### config.mk
export PLATFORM = sky130hd
export DESIGN_NAME = ble_packet_rx_to_host
export DESIGN_NICKNAME = d
export VERILOG_FILES = /design/src/rtl/ble_packet_rx_to_host_pkg.sv /design/src/rtl/ble_packet_rx_to_host_crc24_serial.sv /design/src/rtl/ble_packet_rx_to_host.sv
export SDC_FILE = /design/constraint.sdc
export NUM_CORES = 1
export LEC_CHECK = 0
export CAP_MARGIN = 20
export CORE_ASPECT_RATIO = 1.25
export CORE_MARGIN = 2
export CORE_UTILIZATION = 49
export CTS_CLUSTER_SIZE = 40
export DETAILED_ROUTE_END_ITERATION = 12
export PLACE_DENSITY = 0.82
export SYNTH_ARGS = -nofsm -noshare
export SYNTH_HDL_FRONTEND = slang
export SYNTH_SLANG_ARGS = --single-unit
### constraint.sdc
create_clock -name clk -period 2.4 [get_ports clk]
set_input_delay 0.48 -clock clk [delete_from_list [all_inputs] [get_ports clk]]
set_output_delay 0.48 -clock clk [all_outputs]
set_load 0.05 [all_outputs]
### src/rtl/ble_packet_rx_to_host_pkg.sv
// ble_packet_rx_to_host_pkg
//   Shared definitions for the BLE receive -> host UART return path:
//   default keys/addresses, packet field offsets, error codes, FSM state
//   encodings, the CRC-24 polynomial and small datapath helpers.
package ble_packet_rx_to_host_pkg;

  localparam logic [31:0] ACCESS_ADDR_DEF = 32'h8E89BED6;
  localparam logic [23:0] CRC_INIT_DEF    = 24'h555555;
  localparam logic [15:0] KEY_WORD_DEF    = 16'hA5C3;
  localparam logic [7:0]  SOF_DEF         = 8'h7E;
  localparam logic [7:0]  EOF_DEF         = 8'h7F;

  localparam logic [7:0]  PREAMBLE        = 8'hAA;
  localparam logic [23:0] CRC_POLY        = 24'h00065B;
  localparam logic [3:0]  MAX_LEN         = 4'd8;

  // Packet field offsets (LSB of each field in the 144-bit packet)
  localparam int PKT_W    = 144;
  localparam int FRAME_W  = 96;
  localparam int PRE_LSB  = 136;
  localparam int AA_LSB   = 104;
  localparam int CMD_LSB  = 100;
  localparam int LEN_LSB  = 96;
  localparam int PAY_LSB  = 24;
  localparam int CRC_LSB  = 0;
  localparam int BODY_LSB = 24;   // CRC covers [103:24]
  localparam int BODY_W   = 80;

  // Down-counter loads; each phase ends when the counter reaches zero
  localparam logic [6:0] CRC_CNT_LOAD  = 7'd79;
  localparam logic [6:0] WORD_CNT_LOAD = 7'd3;

  typedef enum logic [1:0] {
    ERR_NONE = 2'b00,
    ERR_HDR  = 2'b01,
    ERR_CRC  = 2'b10,
    ERR_LEN  = 2'b11
  } err_code_t;

  typedef enum logic [2:0] {
    S_IDLE    = 3'd0,
    S_CHECK   = 3'd1,
    S_CRC     = 3'd2,
    S_DECRYPT = 3'd3,
    S_BUILD   = 3'd4,
    S_HOLD    = 3'd5
  } state_t;

  // One MSB-first step of the CRC-24 LFSR
  function automatic logic [23:0] crc24_step(input logic [23:0] crc, input logic bit_in);
    logic fb;
    fb = crc[23] ^ bit_in;
    return {crc[22:0], 1'b0} ^ (fb ? CRC_POLY : 24'h000000);
  endfunction

  // Zero every payload byte whose index is >= len; byte 0 is [63:56]
  function automatic logic [63:0] mask_payload(input logic [63:0] data, input logic [3:0] len);
    logic [63:0] m;
    m = data;
    for (int k = 0; k < 8; k++) begin
      if (4'(k) >= len) m[63-8*k -: 8] = 8'h00;
    end
    return m;
  endfunction

endpackage

### src/rtl/ble_packet_rx_to_host_crc24_serial.sv
// ble_packet_rx_to_host_crc24_serial
//   Bit-serial CRC-24 (x^24+x^10+x^9+x^6+x^4+x^3+x+1), MSB first.
//   Ports:
//     clk     in   clock, rising edge
//     reset   in   asynchronous active-low reset
//     init    in   load CRC_INIT (has priority over en)
//     en      in   shift one bit_in into the LFSR
//     bit_in  in   serial data bit
//     crc     out  current LFSR contents
module ble_packet_rx_to_host_crc24_serial
  import ble_packet_rx_to_host_pkg::*;
#(
  parameter logic [23:0] CRC_INIT = CRC_INIT_DEF
) (
  input  logic        clk,
  input  logic        reset,
  input  logic        init,
  input  logic        en,
  input  logic        bit_in,
  output logic [23:0] crc
);

  always_ff @(posedge clk or negedge reset) begin
    if (!reset) begin
      crc <= 24'h000000;
    end else if (init) begin
      crc <= CRC_INIT;
    end else if (en) begin
      crc <= crc24_step(crc, bit_in);
    end
  end

endmodule

### src/rtl/ble_packet_rx_to_host.sv
// ble_packet_rx_to_host
//   Accepts one 144-bit BLE packet, checks preamble / access address / length
//   and CRC-24, OTP-decrypts the 64-bit payload and presents a 96-bit host
//   UART frame until the host acknowledges it.
//   Ports:
//     clk             in   clock, rising edge
//     reset           in   asynchronous active-low reset
//     ble_packet      in   received packet, captured on acceptance
//     packet_valid    in   1-cycle strobe for ble_packet
//     decrypt_bypass  in   1 = payload passes unchanged (captured on acceptance)
//     host_ack        in   host has taken host_frame (honoured only in HOLD)
//     host_frame      out  {SOF, 0,cmd, 0,len, payload, EOF}
//     frame_valid     out  host_frame valid, held until host_ack
//     busy            out  high in every state except IDLE
//     error           out  last accepted packet failed
//     error_code      out  01 header, 10 CRC, 11 length, 00 none
//     overrun         out  sticky: packet_valid seen while busy
//
//   state   | meaning
//   --------+---------------------------------------------------------
//   IDLE    | waiting for packet_valid
//   CHECK   | preamble / access address / length check (first CRC bit)
//   CRC     | remaining CRC bits, then compare against received CRC
//   DECRYPT | one 16-bit payload word per cycle, high word first
//   BUILD   | mask bytes beyond len, assemble host_frame
//   HOLD    | frame_valid high until host_ack
module ble_packet_rx_to_host
  import ble_packet_rx_to_host_pkg::*;
#(
  parameter logic [31:0] ACCESS_ADDR = ACCESS_ADDR_DEF,
  parameter logic [23:0] CRC_INIT    = CRC_INIT_DEF,
  parameter logic [15:0] KEY_WORD    = KEY_WORD_DEF,
  parameter logic [7:0]  SOF         = SOF_DEF,
  parameter logic [7:0]  EOF         = EOF_DEF
) (
  input  logic                 clk,
  input  logic                 reset,
  input  logic [PKT_W-1:0]     ble_packet,
  input  logic                 packet_valid,
  input  logic                 decrypt_bypass,
  input  logic                 host_ack,
  output logic [FRAME_W-1:0]   host_frame,
  output logic                 frame_valid,
  output logic                 busy,
  output logic                 error,
  output logic [1:0]           error_code,
  output logic                 overrun
);

  state_t      state, state_n;

  logic [7:0]  cap_pre;
  logic [31:0] cap_aa;
  logic [3:0]  cap_cmd;
  logic [3:0]  cap_len;
  logic [63:0] cap_pay;
  logic [23:0] cap_crc;
  logic        cap_byp;

  logic [BODY_W-1:0] body_sh;
  logic [6:0]  cnt;
  logic [63:0] dec;
  logic [15:0] dec_word;
  logic [23:0] crc_out;

  logic        accept;
  logic        crc_init;
  logic        crc_en;
  logic        set_err;
  err_code_t   code_n;
  logic        hdr_bad;
  logic        len_bad;

  assign hdr_bad  = (cap_pre != PREAMBLE) || (cap_aa != ACCESS_ADDR);
  assign len_bad  = (cap_len > MAX_LEN);
  // cnt counts 3..0 in DECRYPT, so cnt[1:0] selects the high word first
  assign dec_word = cap_pay[{cnt[1:0], 4'b0000} +: 16] ^ (cap_byp ? 16'h0000 : KEY_WORD);

  assign frame_valid = (state == S_HOLD);
  assign busy        = (state != S_IDLE);

  // The LFSR is seeded on acceptance and starts shifting in CHECK, so the
  // final CRC is ready on the last CRC-state cycle and a mismatch reports
  // on the same edge that would otherwise enter DECRYPT.
  ble_packet_rx_to_host_crc24_serial #(
    .CRC_INIT (CRC_INIT)
  ) u_crc (
    .clk    (clk),
    .reset  (reset),
    .init   (crc_init),
    .en     (crc_en),
    .bit_in (body_sh[BODY_W-1]),
    .crc    (crc_out)
  );

  always_ff @(posedge clk or negedge reset) begin
    if (!reset) state <= S_IDLE;
    else        state <= state_n;
  end

  always_comb begin
    state_n  = state;
    accept   = 1'b0;
    crc_init = 1'b0;
    crc_en   = 1'b0;
    set_err  = 1'b0;
    code_n   = ERR_NONE;
    case (state)
      S_IDLE: begin
        if (packet_valid) begin
          accept   = 1'b1;
          crc_init = 1'b1;
          state_n  = S_CHECK;
        end
      end
      S_CHECK: begin
        crc_en = 1'b1;
        if (hdr_bad) begin
          set_err = 1'b1;
          code_n  = ERR_HDR;
          state_n = S_IDLE;
        end else if (len_bad) begin
          set_err = 1'b1;
          code_n  = ERR_LEN;
          state_n = S_IDLE;
        end else begin
          state_n = S_CRC;
        end
      end
      S_CRC: begin
        if (cnt != 7'd0) begin
          crc_en = 1'b1;
        end else if (crc_out != cap_crc) begin
          set_err = 1'b1;
          code_n  = ERR_CRC;
          state_n = S_IDLE;
        end else begin
          state_n = S_DECRYPT;
        end
      end
      S_DECRYPT: begin
        if (cnt == 7'd0) state_n = S_BUILD;
      end
      S_BUILD: state_n = S_HOLD;
      S_HOLD: begin
        if (host_ack) state_n = S_IDLE;
      end
      default: state_n = S_IDLE;
    endcase
  end

  always_ff @(posedge clk or negedge reset) begin
    if (!reset) begin
      cap_pre    <= 8'h00;
      cap_aa     <= 32'h0;
      cap_cmd    <= 4'h0;
      cap_len    <= 4'h0;
      cap_pay    <= 64'h0;
      cap_crc    <= 24'h0;
      cap_byp    <= 1'b0;
      body_sh    <= '0;
      cnt        <= 7'd0;
      dec        <= 64'h0;
      host_frame <= '0;
      error      <= 1'b0;
      error_code <= 2'b00;
      overrun    <= 1'b0;
    end else begin
      if (accept) begin
        cap_pre <= ble_packet[PRE_LSB +: 8];
        cap_aa  <= ble_packet[AA_LSB +: 32];
        cap_cmd <= ble_packet[CMD_LSB +: 4];
        cap_len <= ble_packet[LEN_LSB +: 4];
        cap_pay <= ble_packet[PAY_LSB +: 64];
        cap_crc <= ble_packet[CRC_LSB +: 24];
        cap_byp <= decrypt_bypass;
        body_sh <= ble_packet[BODY_LSB +: BODY_W];
      end else if (crc_en) begin
        body_sh <= {body_sh[BODY_W-2:0], 1'b0};
      end

      case (state)
        S_CHECK: cnt <= CRC_CNT_LOAD;
        S_CRC:   cnt <= (cnt != 7'd0) ? cnt - 7'd1 : WORD_CNT_LOAD;
        S_DECRYPT: begin
          dec <= {dec[47:0], dec_word};
          cnt <= cnt - 7'd1;
        end
        S_BUILD: host_frame <= {SOF, 4'h0, cap_cmd, 4'h0, cap_len,
                                mask_payload(dec, cap_len), EOF};
        default: ;
      endcase

      if (accept) begin
        error      <= 1'b0;
        error_code <= ERR_NONE;
        overrun    <= 1'b0;
      end else begin
        if (set_err) begin
          error      <= 1'b1;
          error_code <= code_n;
        end
        if (packet_valid && (state != S_IDLE)) overrun <= 1'b1;
      end
    end
  end

endmodule

==> results.yml, run 1 <==
synth:
  synth_seq_cells: 392
  yosysSeqAreaShare_pct: 59.07
  synth_top_flop_cell: "dfrtp_1"
  syn-instance-count: 1588
  async_flop_share_pct: 100.0
  synth_enable_flop_cells: 0
  synth.yosys.warnings: 0
  syn_area_per_cell_sq_um: 10.46
  synth_cell_types: 50
  netlist_area_sq_um: 16610
power_and_ir_drop:
  pwr-share-seq_pct: 43.8
  switchingPower_w: 0.007848
  leakage_nw: 9.901
  ir_drop_mv: 0.6529
  pwr-share-clk_pct: 27.3
  power_frac_comb_pct: 28.8
  power.density_nw_per_um2: 1109
  swShare_pct: 33.97
  intPower_w: 0.01525
floorplanning:
  boundaryPins: 251
  fp-row-count: 75
  fp.dieH_um: 209.8
  die-area_sq_um: 35390
  fp.dieW_um: 168.7
  start_util_pct: 49.57
  core-area_sq_um: 33500
cells_and_area:
  final_cell_mix: "571 x nand2_1, 391 x dfrtp_1, 223 x clkdlybuf4s50_1, 129 x o21ai_0, 74 x mux2i_1"
  area_growth_pct: 25.47
  drive_gt1_share_pct: 10.45
  nFillCells: 2566
  final_common_cell: "nand2_1"
  fin_util_pct: 62.19
  finalNetCount: 1949
timing:
  fin_crit_ps: 2246
  worst_hold_slack_ps: 466.7
  hold_viol: 0
  slew_violations: 0
  fmax_mhz: 445.1
  tightest_slew_ps: 767.6
  fin_worst_skew_ps: 21.93
  tns_ps: 0
  final-setup-viol-count: 0
  rsz0062_at_grt: "no"
  relSlewSlack_pct: 48.66
  fin_crit_sh_pct: 93.60
flow_run:
  maxCapViolations: 0
cts:
  cts_tree: "yes"
  htreeDepth: 2
  cts_max_path_buffers: 3
  post-cts-setup-buffer-count: 0
  numCtsBuffers: 39
  clk_pin_slew_worst_paths_ps: 60
  clock_latency_ps: 540
  cts_root_buffer: "clkbuf_16"
  clock_sinks: 392
detailed_routing:
  drt-initial-drc-count: 919
  ant_nets: 0
  vias: 12020
  wire_per_inst_um: 17.55
  viasPerCell: 5.337
  drc: 0
  wirelength_um: 39530
  drt_first_pass_iters: 7
grt:
  grt_usage_pct: 22.98
  met3_usage_pct: 3.319
  antenna_found_initial: 2
  grt_first_pass_wirelength_um: 65070
  grtUsageMet2_pct: 39.63
  grt.busiest_layer: "met2"
  first_global_vias: 12480
  use_met1_pct: 29.09
  grt.overflow.total: 0
  grt_max_degree: 155
worst_setup_path:
  crit_path_start_kind: "flop"
  crit_arrival_ps: 1770
  required_ps: 1920
  r2r_start: "cnt[0]"
  crit_fanout: 12
  critical_path_class: "reg2out"
  cp-end-kind: "output pin"
  critPathLaunch: "state[2]"
place:
  dp_hpwl_um: 27950
  gp_congestion: 0.8590
  portBuffers: 239
worst_hold_path:
  min_path_type: "reg2reg"
  holdCritStartpoint: "cap_aa[10]"
run_status:
  status: "complete, no violations"
## repair_timing
item                       CTS  global route
hold buffers                 1             0
hold endpoints to repair    53             0
gates resized for setup      9             6
setup endpoints to repair   13             9
## state kept, by name (all words and copies together), names as in the netlist
register / flops
cap_pay: 64
overrun: 1
host_frame: 73
cap_len: 4
cap_byp: 1
cap_cmd: 4
state: 3
error: 1
error_code: 2
cnt: 7
cap_crc: 24
cap_pre: 8
body_sh: 80
dec: 64
cap_aa: 32
u_crc.crc: 24
## per-stage QoR
stage	area [sq um]	total power [W]	worst slack, ps	std cells
4_1_cts	20810	0.02325	3.288	2250
3_5_place_dp	19490	0.01690	121.7	2179
2_1_floorplan	16650	0.01468	29.89	1598
5_1_grt	20840	0.02453	9.362	2252
3_3_place_gp	19490	0.01652	190.3	2179
6_report	20840	0.02310	153.5	2252
## cell usage after synthesis, drive strengths merged, types with 2 or more instances
| master | n | share of area (%) |
|---|---|---|
| dfrtp | 392 | 59 |
| a21oi | 14 | 0.42 |
| a21o | 7 | 0.32 |
| a22o | 48 | 2.5 |
| a222oi | 3 | 0.18 |
| and3 | 2 | 0.075 |
| xor2 | 12 | 0.63 |
| nand4 | 9 | 0.34 |
| o31ai | 4 | 0.18 |
| o21ai | 134 | 4.1 |
| or2 | 3 | 0.11 |
| mux2 | 63 | 4.3 |
| nor2 | 35 | 0.79 |
| nor4 | 2 | 0.075 |
| nor3 | 7 | 0.21 |
| xnor2 | 27 | 1.4 |
| nand3b | 2 | 0.090 |
| buf | 66 | 2.6 |
| mux4 | 16 | 2.2 |
| or4 | 2 | 0.090 |
| and4b | 3 | 0.18 |
| clkbuf | 50 | 1.1 |
| or3 | 2 | 0.075 |
| nand2b | 3 | 0.11 |
| inv | 10 | 0.23 |
| nand3 | 3 | 0.090 |
| a31oi | 3 | 0.11 |
| mux2i | 74 | 4.5 |
| ha | 2 | 0.15 |
| nand2 | 574 | 13 |
| nor4bb | 5 | 0.30 |
## layer usage
metal  vias up  part of all wire [%]
met1      5902                    40
met4         0                   4.0
met2       351                    51
li1       5678                     -
met3        87                   4.5
met5         -                     0
## worst max-delay path, cell delays in order (launching register included)
cell	delay [ps]
dfrtp_1	540
nor3_1	270
buf_4	180
inv_1	70
buf_4	190
## power groups by stage
stage                     Combinational (W)  Clock, W  Sequential, W
final                               0.00666   0.00631         0.0101
after global routing                0.00747   0.00671         0.0103
after CTS                           0.00672   0.00642         0.0101
after detailed placement            0.00670         0         0.0102
after global placement              0.00642         0         0.0101
after floorplan                     0.00470         0        0.00998
## cells by family (layout without fill, tap and decap cells)
kind of cell               count (synthesis)  count (layout)  share of synthesized area, %
adders and majority gates                  2               2                        0.1507
and+or+nand+nor                          656             656                         15.73
xor gates and xnor gates                  39              39                         2.057
buffers and inverters                    126             355                         3.941
muxes                                    153             153                         10.90
other                                      1              13                       0.02258
AOI/OAI and AO/OA                        219             219                         8.122
DFF                                      392             392                         59.07
## final cells by class
class	count	area, sq um	area share (%)
Inverter	10	37.54	0.1802
Tap cell	423	529.3	2.540
Sequential cell	392	9811	47.09
Clock inverter	17	224.0	1.075
Clock buffer	53	1099	5.273
Timing Repair Buffer	275	2922	14.02
Multi-Input combinational cell	1080	6208	29.80
Antenna cell	2	5.005	0.02402
## final timing paths
kind / cells after the start / to / slack (ps)
worst max-delay path: 4 / busy / 150
worst min-delay path: 2 / cap_aa[10] / 470
worst max register to register: 8 / body_sh[4] / 150
worst min register to register: 2 / cap_aa[10] / 470
max in group asynchronous: 3 / cap_pay[4] / 1150
min in group asynchronous: 2 / u_crc.crc[1] / 510
No activity file was read; power rests on OpenSTA's default activity.
==> run 2, diff against run 1 <==
--- a/config.mk
+++ b/config.mk
@@ -7,10 +7,11 @@
 export LEC_CHECK = 0
 export CAP_MARGIN = 20
 export CORE_ASPECT_RATIO = 1.25
-export CORE_MARGIN = 2
+export CORE_MARGIN = 1.5
 export CORE_UTILIZATION = 49
 export CTS_CLUSTER_SIZE = 40
 export DETAILED_ROUTE_END_ITERATION = 12
+export GPL_TIMING_DRIVEN = 0
 export PLACE_DENSITY = 0.82
 export SYNTH_ARGS = -nofsm -noshare
 export SYNTH_HDL_FRONTEND = slang
==> run 2 against run 1 <==
Final cell count up 4.4%. Clock skew up 2.3 ps. Flip-flop and latch count unchanged. Register-to-register slack worse by 60 ps. Clock power down 4.0%. Sequential share of layout area down 1.2 points. Non-clock buffer count up 99. Combinational power up 15%. Clock-buffer cell count up 1. Sequential power about the same.
==> results.yml, run 2 (synthesized netlist as in run 1, its figures left out) <==
floorplanning:
  start_util_pct: 49.57
  core-area_sq_um: 33500
  die-area_sq_um: 35010
  boundaryPins: 251
  fp.dieH_um: 208.8
  fp-row-count: 75
  fp.dieW_um: 167.7
timing:
  slew_violations: 0
  fmax_mhz: 426.9
  tns_ps: 0
  worst_hold_slack_ps: 467.3
  relSlewSlack_pct: 44.98
  fin_crit_sh_pct: 97.61
  final-setup-viol-count: 0
  fin_worst_skew_ps: 24.28
  tightest_slew_ps: 825.3
  fin_crit_ps: 2343
  hold_viol: 0
detailed_routing:
  wirelength_um: 44950
  drt_first_pass_iters: 5
  viasPerCell: 5.569
  vias: 13090
  ant_nets: 0
  drt-initial-drc-count: 1188
  wire_per_inst_um: 19.13
  drc: 0
grt:
  grt_max_degree: 131
  first_global_vias: 13270
  grt_usage_pct: 25.66
  antenna_found_initial: 5
  grt_first_pass_wirelength_um: 70440
  grt.overflow.total: 0
cells_and_area:
  top_register: "body_sh"
  final_common_cell: "nand2_1"
  fin_util_pct: 63.83
  finalNetCount: 2048
  final_cell_mix: "572 x nand2_1, 390 x dfrtp_1, 223 x clkdlybuf4s50_1, 127 x o21ai_0, 74 x mux2i_1"
  drive_gt1_share_pct: 13.58
  area_growth_pct: 28.78
  largest_reg_flops: 80
  largestRegisters: "body_sh x80, host_frame x73"
worst_setup_path:
  cp_slowest_cell: "dfrtp_1"
  critical_path_class: "reg2out"
  crit_fanout: 10
  rrSetupSlack_ps: 90
  path_cells: "clkbuf_2 -> clkbuf_2 -> nand2_1 -> inv_1 -> buf_2"
  required_ps: 1920
  critPathTopFamily: "buffers and inverters"
  cp-end-kind: "output pin"
  cpMostUsedCell: "clkbuf_2"
  crit_arrival_ps: 1860
  cp_num_buf_inv: 4
  r2r_cells: 9
  crit_path_start_kind: "flop"
  critPathLaunch: "state[2]"
  slowest_delay_ps: 350
  r2r_start: "cnt[0]"
  regToRegEndpoint: "u_crc.crc[6]"
cts:
  cts_root_buffer: "clkbuf_16"
  clock_latency_ps: 540
  htreeDepth: 2
  cts_tree: "yes"
  numCtsBuffers: 39
  clock_sinks: 392
  cts_max_path_buffers: 3
  clk_pin_slew_worst_paths_ps: 60
worst_hold_path:
  min_path_type: "in2async"
flow_run:
  maxCapViolations: 0
power_and_ir_drop:
  pwr-share-seq_pct: 42.4
  power.density_nw_per_um2: 1114
  power_frac_comb_pct: 32.2
  leakage_nw: 10.20
  intPower_w: 0.01546
  pwr-share-clk_pct: 25.4
  switchingPower_w: 0.008371
  ir_drop_mv: 0.6566
  swShare_pct: 35.13
place:
  portBuffers: 239
  dp_hpwl_um: 31600
  gp_congestion: 0.8773
run_status:
  status: "complete, no violations"
run 2: worst register-to-register path: stages, from the launching register on:
cell and delay (ps):
dfrtp_2 400, inv_1 120, ha_4 140, or4b_4 470, o21ai_2 120, a211o_1 200
buf_4 140, bufbuf_16 270, buf_4 190, o21ai_0 130
run 2: final cells by class:
class	instances	area, sq um
Antenna cell	5	12.51
Sequential cell	392	9812
Fill cell	2457	12120
Inverter	10	40.04
Multi-Input combinational cell	1080	6221
Buffer	110	690.7
Clock buffer	54	1134
Tap cell	423	529.3
Timing Repair Buffer	264	2815
Clock inverter	12	130.1
run 2: what timing repair did:
| action | in CTS | in global routing |
|---|---|---|
| gates cloned | 4 | 2 |
| hold buffers | 1 | 0 |
| resized for setup | 59 | 37 |
| pin swaps | 2 | 2 |
| hold endpoints to repair | 53 | 0 |
| buffers inserted | 11 | 4 |
| endpoints found under the setup margin | 238 | 203 |
run 2: per-layer routing:
layer,global-route usage (%),share of wire (%)
met1,31.07,38
met2,44.34,50
met5,0,0
met4,13.92,6.2
met3,3.674,5.6
run 2: power groups by stage:
stage               sequential (W)  clock, W  combinational [W]
global placement            0.0100         0            0.00677
CTS                         0.0100   0.00610            0.00741
global route                0.0103   0.00637            0.00841
floorplan                  0.00998         0            0.00470
finish                      0.0101   0.00606            0.00766
detailed placement          0.0101         0            0.00704
run 2: how the worst max path moves through the flow:
stage	to	cells after the start	slack, ps
after floorplan	u_crc.crc[0]	12	30
after global placement	host_frame[52]	1	-15540
after detailed placement	cap_cmd[0]	7	-670
after CTS	frame_valid	5	-30
after global routing	u_crc.crc[6]	9	-6
final	frame_valid	5	60
run 2: metrics by stage:
step / instances / setup slack (ps) / total power [W] / area (sq um)
after floorplan: 1598 / 29.89 / 0.01468 / 16650
after global placement: 2260 / -15540 / 0.01681 / 19570
after detailed placement: 2263 / -673.4 / 0.01717 / 19660
after CTS: 2340 / -32.51 / 0.02356 / 21250
after global routing: 2350 / -6.384 / 0.02506 / 21380
final: 2350 / 57.29 / 0.02383 / 21380
==> run 3, diff against run 2 <==
--- a/config.mk
+++ b/config.mk
@@ -13,6 +13,7 @@
 export DETAILED_ROUTE_END_ITERATION = 12
 export GPL_TIMING_DRIVEN = 0
 export PLACE_DENSITY = 0.82
+export RECOVER_POWER = 100
 export SYNTH_ARGS = -nofsm -noshare
 export SYNTH_HDL_FRONTEND = slang
 export SYNTH_SLANG_ARGS = --single-unit
==> run 3 against run 2 <==
Clock skew down 2.2 ps. Combinational power fell by 0.7%. Global-route usage unchanged. Routed wire length is essentially flat. Design area fell by 0.27%. Register-to-register slack barely moved. Sequential share of layout area increased by 0.13 points. Maximum frequency hardly changed. Worst setup slack gained 2.0 ps. Highest routed layer unchanged.
==> results.yml, run 3 (synthesized netlist as in run 1, its figures left out) <==
run_status:
  status: "complete, no violations"
grt:
  grt_max_degree: 131
  first_global_vias: 13270
  antenna_found_initial: 5
  grt.overflow.total: 0
  grt_usage_pct: 25.66
  grt_first_pass_wirelength_um: 70440
worst_setup_path:
  crit_arrival_ps: 1860
  critical_path_class: "reg2out"
  required_ps: 1920
  rrSetupSlack_ps: 90
  regToRegEndpoint: "u_crc.crc[6]"
  crit_fanout: 10
  r2r_start: "cnt[0]"
  critPathLaunch: "state[2]"
  r2r_cells: 9
  cp-end-kind: "output pin"
  crit_path_start_kind: "flop"
  crit_end: "frame_valid"
place:
  dp_cells: 2263
  portBuffers: 239
  place_area_sq_um: 19660
  post-place-ws_ps: -673.4
  gp_congestion: 0.8773
  dp_hpwl_um: 31600
detailed_routing:
  wirelength_um: 44990
  drt-initial-drc-count: 1193
  drt_first_pass_iters: 6
  wire_per_inst_um: 19.14
  vias: 13100
  ant_nets: 0
  viasPerCell: 5.575
  drc: 0
cells_and_area:
  largest_reg_flops: 80
  final_area_sq_um: 21330
  finalNetCount: 2048
  final_cell_mix: "572 x nand2_1, 390 x dfrtp_1, 158 x clkdlybuf4s50_1, 127 x o21ai_0, 74 x mux2i_1"
  layout.cells.non_filler: 2350
  final_common_cell: "nand2_1"
  drive_gt1_share_pct: 13.53
  top_register: "body_sh"
  largestRegisters: "body_sh x80, host_frame x73"
  area_growth_pct: 28.42
power_and_ir_drop:
  ir_drop_mv: 0.6562
  power.density_nw_per_um2: 1115
  leakage_nw: 10.40
floorplanning:
  fp.dieW_um: 167.7
  fp.dieH_um: 208.8
  start_util_pct: 49.57
  fp-row-count: 75
  die-area_sq_um: 35010
  core-area_sq_um: 33500
  boundaryPins: 251
timing:
  final-setup-viol-count: 0
  fin_worst_skew_ps: 22.12
  fmax_mhz: 427.2
  hold_viol: 0
  relSlewSlack_pct: 20.33
  worst_hold_slack_ps: 447.5
  layout_setup_ws_ps: 59.31
  slew_violations: 0
  fin_crit_sh_pct: 97.53
  tightest_slew_ps: 1195
  tns_ps: 0
  fin_crit_ps: 2341
cts:
  cts_max_path_buffers: 3
  numCtsBuffers: 39
  clock_sinks: 392
  clock_latency_ps: 540
  htreeDepth: 2
  clk_pin_slew_worst_paths_ps: 60
  cts_root_buffer: "clkbuf_16"
  cts_tree: "yes"
flow_run:
  maxCapViolations: 0
worst_hold_path:
  min_path_type: "in2async"
run 3: changes by cell type in the layout (fill, tap and decap cells not counted), sizes merged:
cell,before,now
buf,89,78
clkdlybuf4s50,223,158
dlygate4sd3,1,66
clkbuf,99,110
run 3: per-stage QoR:
stage,util [%],total power [W]
2_1_floorplan,-,0.01468
3_3_place_gp,58.41,0.01681
3_5_place_dp,58.67,0.01717
4_1_cts,63.42,0.02356
5_1_grt,63.66,0.02501
6_report,63.66,0.02378
run 3: area by class of cell:
class,count,area (sq um)
fillers,2465,12180
flip-flops and latches,392,9812
multi-input cells,1080,6221
repair buffers,264,2756
clock buffers,54,1134
plain buffers,110,690.7
well taps,423,529.3
clock inverters,12,130.1
inverters,10,40.04
diodes,5,12.51
run 3: where the power goes:
group          leakage [nW]  switching (W)  internal (W)
sequential             5.06        0.00145       0.00865
combinational          4.72        0.00438       0.00324
clock                 0.621        0.00254       0.00352
run 3: worst min path at each step:
stage | endpoint | slack (ps)
global placement | cap_pre[1] | 450
CTS | cap_pre[1] | 470
global route | cap_aa[22] | 480
detailed placement | cap_crc[16] | 440
floorplan | body_sh[0] | 180
finish | cap_crc[16] | 450
run 3: what timing repair did:
item,CTS,global route
resized for setup,59,37
hold buffers,1,0
setup endpoints to repair,238,203
setup buffers,11,4
endpoints found under the hold margin,53,0
pin swaps,2,2
gates cloned,4,2
run 3: layer usage:
metal	GRT usage [%]	part of all wire, %	up-vias
li1	-	-	5876
met1	31.07	38	6484
met2	44.34	50	576
met3	3.674	5.5	165
met4	13.92	6.2	0
met5	0	0	-
run 3: worst max-delay path: stages (launching register included):
cell and delay, ps:
dfrtp_1 350, clkbuf_2 230, clkbuf_2 280, nand2_1 110, inv_1 70, buf_2 300
==> RTL change 1: new RTL, flow settings as in run 3 <==
`PAY_LSB`: 24 -> 36.
--- a/src/rtl/ble_packet_rx_to_host_pkg.sv
+++ b/src/rtl/ble_packet_rx_to_host_pkg.sv
@@ -22,5 +22,5 @@
   localparam int CMD_LSB  = 100;
   localparam int LEN_LSB  = 96;
-  localparam int PAY_LSB  = 24;
+  localparam int PAY_LSB  = 36;
   localparam int CRC_LSB  = 0;
   localparam int BODY_LSB = 24;   // CRC covers [103:24]
Function: same outputs for any inputs over 10 cycles, from zero or initial values and one cycle with reset low; that may be too few to reach the edited logic, so the function may still have changed.
==> RTL change 1 against run 3 <==
Sequential cell count shrank 4; combinational power decreased by 5.1%; count of clock-buffer cells in the layout is 1 lower; die area down 0.61%; worst setup slack gained 16 ps; final cell count down 1.5%; global-route usage down 0.99 points; area after synthesis decreased by 0.63%; routed wire length decreased by 4.5%; power shrank 1.6%; design area is 1.4% lower; core utilization rose by 0.14 points; highest routed layer unchanged; fmax up 0.68%.
==> RTL change 1: results (changes against run 3) <==
Parameter                              Value

Routing
  First-iteration detailed-routing DRC count ... 991 (-17%)
  Highest routed layer ... met4
  Number of iterations in the first detailed-routing pass ... 6 (unchanged)
  Average wire per cell in the routed design ... 18.6 µm (-3.0%)
  Routed wire length on met2 ... 21,700 µm (-3.8%)
  Via density ... 5.44 (-2.4%)
  DRT met1 WL ... 17,300 µm (+0.76%)
  DR WL met3 ... 2360 µm (-4.9%)

CTS
  Deepest level of the CTS H-tree ... 2 (unchanged)
  CTS Buf Count ... 38 (-2.6%)
  Clk Tree Root Cell ... sky130_fd_sc_hd__clkbuf_16
  Max Root-Sink Buffers ... 3 (unchanged)
  Clock transition at the registers of the reported paths ... 60 ps (about the same)

Worst setup path
  Path depth of the worst reg2reg path ... 11 (+2)
  CP max FO ... 10 (unchanged)
  Crit path DAT ... 2760 ps (+900 ps)

Timing
  Worst slew margin relative to its limit ... 21.1% (+0.81 points)
  Worst setup skew after layout ... 21.1 ps (-1.02 ps)

Place
  Worst setup timing slack at the placement stage ... -480 ps (+194 ps)
  DPL Wire Length ... 30,900 µm (-2.1%)
  Weighted congestion reported at the end of routability-driven placement ... 0.869 (-1.0%)

GRT
  Antenna violations before repair ... 1 (-4)
  Vias in the first global route ... 12,961 (-2.3%)
  Maximum number of pins on one net before global-route repair ... 117 (-11%)
  Total global routing track utilization ... 24.7% (-0.99 points)
  Wire length of the first global-routing pass ... 68,200 µm (-3.2%)

Final layout
  Nets ... 2,021 (-1.3%)
  Share of post-route cells with drive strength above 1 ... 12.9% (-0.65 points)
  Top flop regs ... body_sh: 80 flops, host_frame: 73 flops, dec: 64 flops

Logic synthesis
  Cell types with the largest area share after synthesis ... sky130_fd_sc_hd__dfrtp_1, sky130_fd_sc_hd__nand2_1, sky130_fd_sc_hd__mux2i_1
  Seq/Total Area, Yosys ... 58.8% (-0.23 points)
  Most used standard cells in the synthesized netlist ... sky130_fd_sc_hd__nand2_1, sky130_fd_sc_hd__dfrtp_1, sky130_fd_sc_hd__o21ai_0, sky130_fd_sc_hd__mux2i_1, sky130_fd_sc_hd__mux2_2

Power
  Leakage power total ... 10.0 nW (-3.8%)
  Worst IR Drop VDD ... 0.000627 V (-4.4%)

Hold path
  Worst Hold Class ... in -> async

Run status
  Status ... finished, final reports clean
RTL change 1: cell families (layout without fill, tap and decap cells):
family                   count (synthesis)  in the layout  synth area share (%)
adder cells (fa/ha/maj)                  2              2                 0.152
flip-flops                             388            388                  58.8
buffers and inverters                  127            440                  4.03
AND/OR/NAND/NOR                        642            642                  15.5
other                                    1             12                0.0227
multiplexers                           157            157                  11.2
AO/OA/AOI/OAI                          216            216                  8.16
XOR/XNOR                                39             39                  2.07
RTL change 1: through the flow:
| stage | std cells | cell area [µm²] | TNS, ps |
|---|---|---|---|
| floorplan | 1582 | 16500 | 0 |
| global placement | 2239 | 19500 | -6000950 |
| detailed placement | 2242 | 19500 | -94090 |
| CTS | 2308 | 20900 | 0 |
| global route | 2314 | 21000 | -38.3 |
| finish | 2314 | 21000 | 0 |
RTL change 1: power breakdown:
part | switching (mW) | internal [mW]
Sequential | 1.42 | 8.56
Combinational | 4.20 | 3.02
Clock | 2.48 | 3.72
RTL change 1: worst paths after layout:
check / startpoint / endpoint / slack [ps]
setup / recovery: cnt[1] / u_crc.crc[1] / 80
max in group asynchronous: reset / cnt[0] / 370
hold reg to reg: cap_aa[16] / cap_aa[16] / 470
min in group clk: cap_aa[16] / cap_aa[16] / 470
setup reg to reg: cnt[1] / u_crc.crc[1] / 80
hold / removal: reset / body_sh[2] / 440
RTL change 1: worst max-delay path, stage by stage, from the launching register on:
cell and delay [ps]:
sky130_fd_sc_hd__dfrtp_4 470, sky130_fd_sc_hd__inv_1 80, sky130_fd_sc_hd__ha_1 150, sky130_fd_sc_hd__or4b_4 480, sky130_fd_sc_hd__o21ai_2 130, sky130_fd_sc_hd__a211o_1 190
sky130_fd_sc_hd__buf_8 180, sky130_fd_sc_hd__buf_12 150, sky130_fd_sc_hd__buf_12 140, sky130_fd_sc_hd__buf_8 140, sky130_fd_sc_hd__nand2_1 60, sky130_fd_sc_hd__o31ai_1 70
RTL change 1: final cells by class:
| type | count | area [µm²] |
|---|---|---|
| clock buffers | 53 | 1130 |
| fillers | 2527 | 11900 |
| repair buffers | 251 | 2580 |
| multi-input cells | 1067 | 6180 |
| inverters | 10 | 37.5 |
| flip-flops and latches | 388 | 9710 |
| diodes | 1 | 2.50 |
| well taps | 418 | 523 |
| plain buffers | 114 | 679 |
| clock inverters | 12 | 185 |
RTL change 1: timing repair:
item / in CTS / in global routing
hold buffers: 2 / 0
pin swaps: 0 / 0
gates cloned: 0 / 3
resized for setup: 28 / 38
setup endpoints to repair: 223 / 350
buffers inserted: 2 / 2
hold endpoints to repair: 48 / 0
RTL change 1: routing by layer:
metal  global-route usage [%]  vias up
met5                        0        -
met2                     43.0      453
met1                     30.6     6234
met4                     10.0        0
li1                         -     5804
met3                     3.99      102
==> RTL change 2: new RTL, flow settings as in run 3 <==
Made on the original files. Re-encode `state_t` (6 states) as one-hot, 6 bits wide.
--- a/src/rtl/ble_packet_rx_to_host_pkg.sv
+++ b/src/rtl/ble_packet_rx_to_host_pkg.sv
@@ -38,11 +38,11 @@
   } err_code_t;
 
-  typedef enum logic [2:0] {
-    S_IDLE    = 3'd0,
-    S_CHECK   = 3'd1,
-    S_CRC     = 3'd2,
-    S_DECRYPT = 3'd3,
-    S_BUILD   = 3'd4,
-    S_HOLD    = 3'd5
+  typedef enum logic [5:0] {
+    S_IDLE    = 6'b000001,
+    S_CHECK   = 6'b000010,
+    S_CRC     = 6'b000100,
+    S_DECRYPT = 6'b001000,
+    S_BUILD   = 6'b010000,
+    S_HOLD    = 6'b100000
   } state_t;
 
Function: no difference found for any inputs over 10 cycles, from zero or initial values and one cycle with reset low; not proved beyond that.
==> RTL change 2 against run 3 <==
The run now ends with DRC left; design area shrank 1.9%; sequential cell count grew 3; sequential power is essentially flat; power shrank 0.54%; clock power grew 4.3%; final cell count grew 1.2%; routed wire length shrank 3.8%; sequential share of layout area grew 1.3 points; worst setup slack gained 6.1 ps; area after synthesis shrank 1.1%; worst hold slack gained 15 ps; critical path type unchanged; largest power group unchanged.
==> RTL change 2: results (changes against run 3) <==
Parameter                              Value

GRT
  Antenna violations before repair ... 0 (-5)
  Vias in the first global route ... 13,331 (+0.50%)
  Total global routing track utilization ... 25.5% (-0.21 points)
  Wire length of the first global-routing pass ... 70,000 µm (-0.63%)
  Maximum number of pins on one net before global-route repair ... 128 (-2.3%)

CTS
  Clk Tree Root Cell ... sky130_fd_sc_hd__clkbuf_16
  Clock transition at the registers of the reported paths ... 60 ps (about the same)
  Max Root-Sink Buffers ... 3 (unchanged)
  CTS Buf Count ... 39 (unchanged)
  Worst-Skew Late Latency ... 540 ps (about the same)

Worst setup path
  Slowest cell delay on critical path ... 480 ps (+130 ps)
  CP max FO ... 6 (-4)
  WS Path Type ... reg -> out
  Crit path max-delay cell type ... sky130_fd_sc_hd__dfrtp_1
  Crit path DAT ... about 1900 ps
  Launch point of the worst reg-to-reg path ... state[4]

Run status
  Violations in the final reports ... DRC
  Status ... finished, violations left

Place
  Weighted congestion reported at the end of routability-driven placement ... 0.885 (+0.87%)
  Count of placed standard cells including taps ... 2,303 (+1.8%)
  Worst setup timing slack at the placement stage ... -502 ps (+171 ps)
  DPL Wire Length ... 31,500 µm (-0.42%)
  Count of buffers from port buffering ... 239 (unchanged)

Final layout
  Top flop regs ... body_sh: 80 flops, host_frame: 73 flops
  Inserted Diodes ... 0 (-5)
  Share of post-route cells with drive strength above 1 ... 12.5% (-1.0 points)
  Nets ... 2,080 (+1.6%)
  Fillers ... 2,516 (+2.1%)
  Non-filler cells in the finished layout ... 2,378 (+1.2%)

Routing
  Number of iterations in the first detailed-routing pass ... 12 (+6)
  Final routed DRC violation total ... 20 (+20)
  Via count of the routed design ... 13,008 (-0.71%)
  Average wire per cell in the routed design ... 18.2 µm (-4.9%)
  First-iteration detailed-routing DRC count ... 1,103 (-7.5%)

Power
  Worst IR Drop VDD ... 0.000622 V (-5.2%)
  Power Internal ... 15.3 mW (-0.99%)
  Leakage power total ... 10.1 nW (-2.6%)

Logic synthesis
  Cell types with the largest area share after synthesis ... sky130_fd_sc_hd__dfrtp_1, sky130_fd_sc_hd__nand2_1, sky130_fd_sc_hd__mux2_2
  EDFF count, synth ... 0 (unchanged)
  Async set-or-reset flop fraction in the synthesized netlist ... 100% (unchanged)
  Most used standard cells in the synthesized netlist ... sky130_fd_sc_hd__nand2_1, sky130_fd_sc_hd__dfrtp_1, sky130_fd_sc_hd__nor2_1, sky130_fd_sc_hd__a31oi_1, sky130_fd_sc_hd__mux2_2
  Top_reg_cell synth ... sky130_fd_sc_hd__dfrtp_1
  Seq/Total Area, Yosys ... 60.2% (+1.1 points)
  Number of different library cells in the post-synthesis netlist ... 50 (unchanged)
  Mean Syn Cell Area ... 10.1 µm² (-3.8%)

Timing
  Worst setup skew after layout ... 18.2 ps (-3.90 ps)
  Worst slew margin relative to its limit ... 21.5% (+1.2 points)
  Min Clock Period, post-route ... 2330 ps (-6.06 ps)

Floorplan
  Core area ... 0.0329 mm² (-1.9%)
==> RTL change 2: kinds of logic (layout without fill, tap and decap cells) <==
family,Yosys count,count (layout),share of synthesized area (%)
simple gates,797,797,19.4
flops,395,395,60.2
compound gates,196,196,7.60
buf+inv,121,438,3.82
mux,80,80,6.58
xor+xnor,41,41,2.19
fa+ha+maj,2,2,0.152
other cells,1,11,0.0228
==> RTL change 2: layout make-up <==
type                    count  share of cell area, %
clock inverters            14                  0.915
repair buffers            247                   11.9
multi-input cells        1127                   28.8
plain buffers             116                   3.10
inverters                   3                 0.0538
well taps                 418                   2.50
clock buffers              58                   5.53
flip-flops and latches    395                   47.3
==> RTL change 2: routing by layer <==
| layer | share of wire, % | wire length (µm) | GRT usage, % |
|---|---|---|---|
| met1 | 40 | 17300 | 32.0 |
| met2 | 49 | 21300 | 42.9 |
| met3 | 5.5 | 2390 | 3.53 |
| met4 | 5.4 | 2330 | 13.6 |
| met5 | 0 | 0 | 0 |
==> RTL change 2: metrics by stage <==
| stage | total power [mW] | hold WS (ps) | cell area (µm²) | TNS [ps] |
|---|---|---|---|---|
| finish | 23.6 | 462 | 20900 | 0 |
| global route | 25.0 | 470 | 20900 | -28.3 |
| CTS | 23.6 | 451 | 20900 | -13.1 |
| detailed placement | 17.1 | 434 | 19500 | -94060 |
| global placement | 16.7 | 450 | 19400 | -6213680 |
| floorplan | 14.7 | 184 | 16500 | 0 |
==> RTL change 2: power by group through the flow <==
stage	Clock, mW	Sequential (mW)	Combinational, mW
2_1_floorplan	0	9.75	4.92
3_3_place_gp	0	10.1	6.67
3_5_place_dp	0	10.1	6.96
4_1_cts	6.39	10.1	7.16
5_1_grt	6.65	10.3	8.05
6_report	6.32	10.1	7.20
==> RTL change 2: worst max-delay path: cells and delay by family, from the launching register on <==
kind                   cells  cell delay, ps
and+or+nand+nor            2             590
DFF                        1             480
buffers and inverters      1             240
==> RTL change 2: timing repair <==
action / CTS / global route
endpoints found under the setup margin: 263 / 183
cloned: 0 / 0
pin swaps: 2 / 2
buffers inserted: 3 / 1
hold endpoints to repair: 55 / 0
hold buffers: 1 / 0
gates resized for setup: 46 / 17
==> RTL change 2: worst paths after layout <==
kind	end	slack, ps	cells after the start
worst max register to register	u_crc.crc[16]	120	7
worst min-delay path	cap_aa[24]	460	2
max in group asynchronous	state[5]	380	3
worst max-delay path	busy	70	3
worst min register to register	cap_aa[25]	480	2
min in group clk	cap_crc[5]	460	3
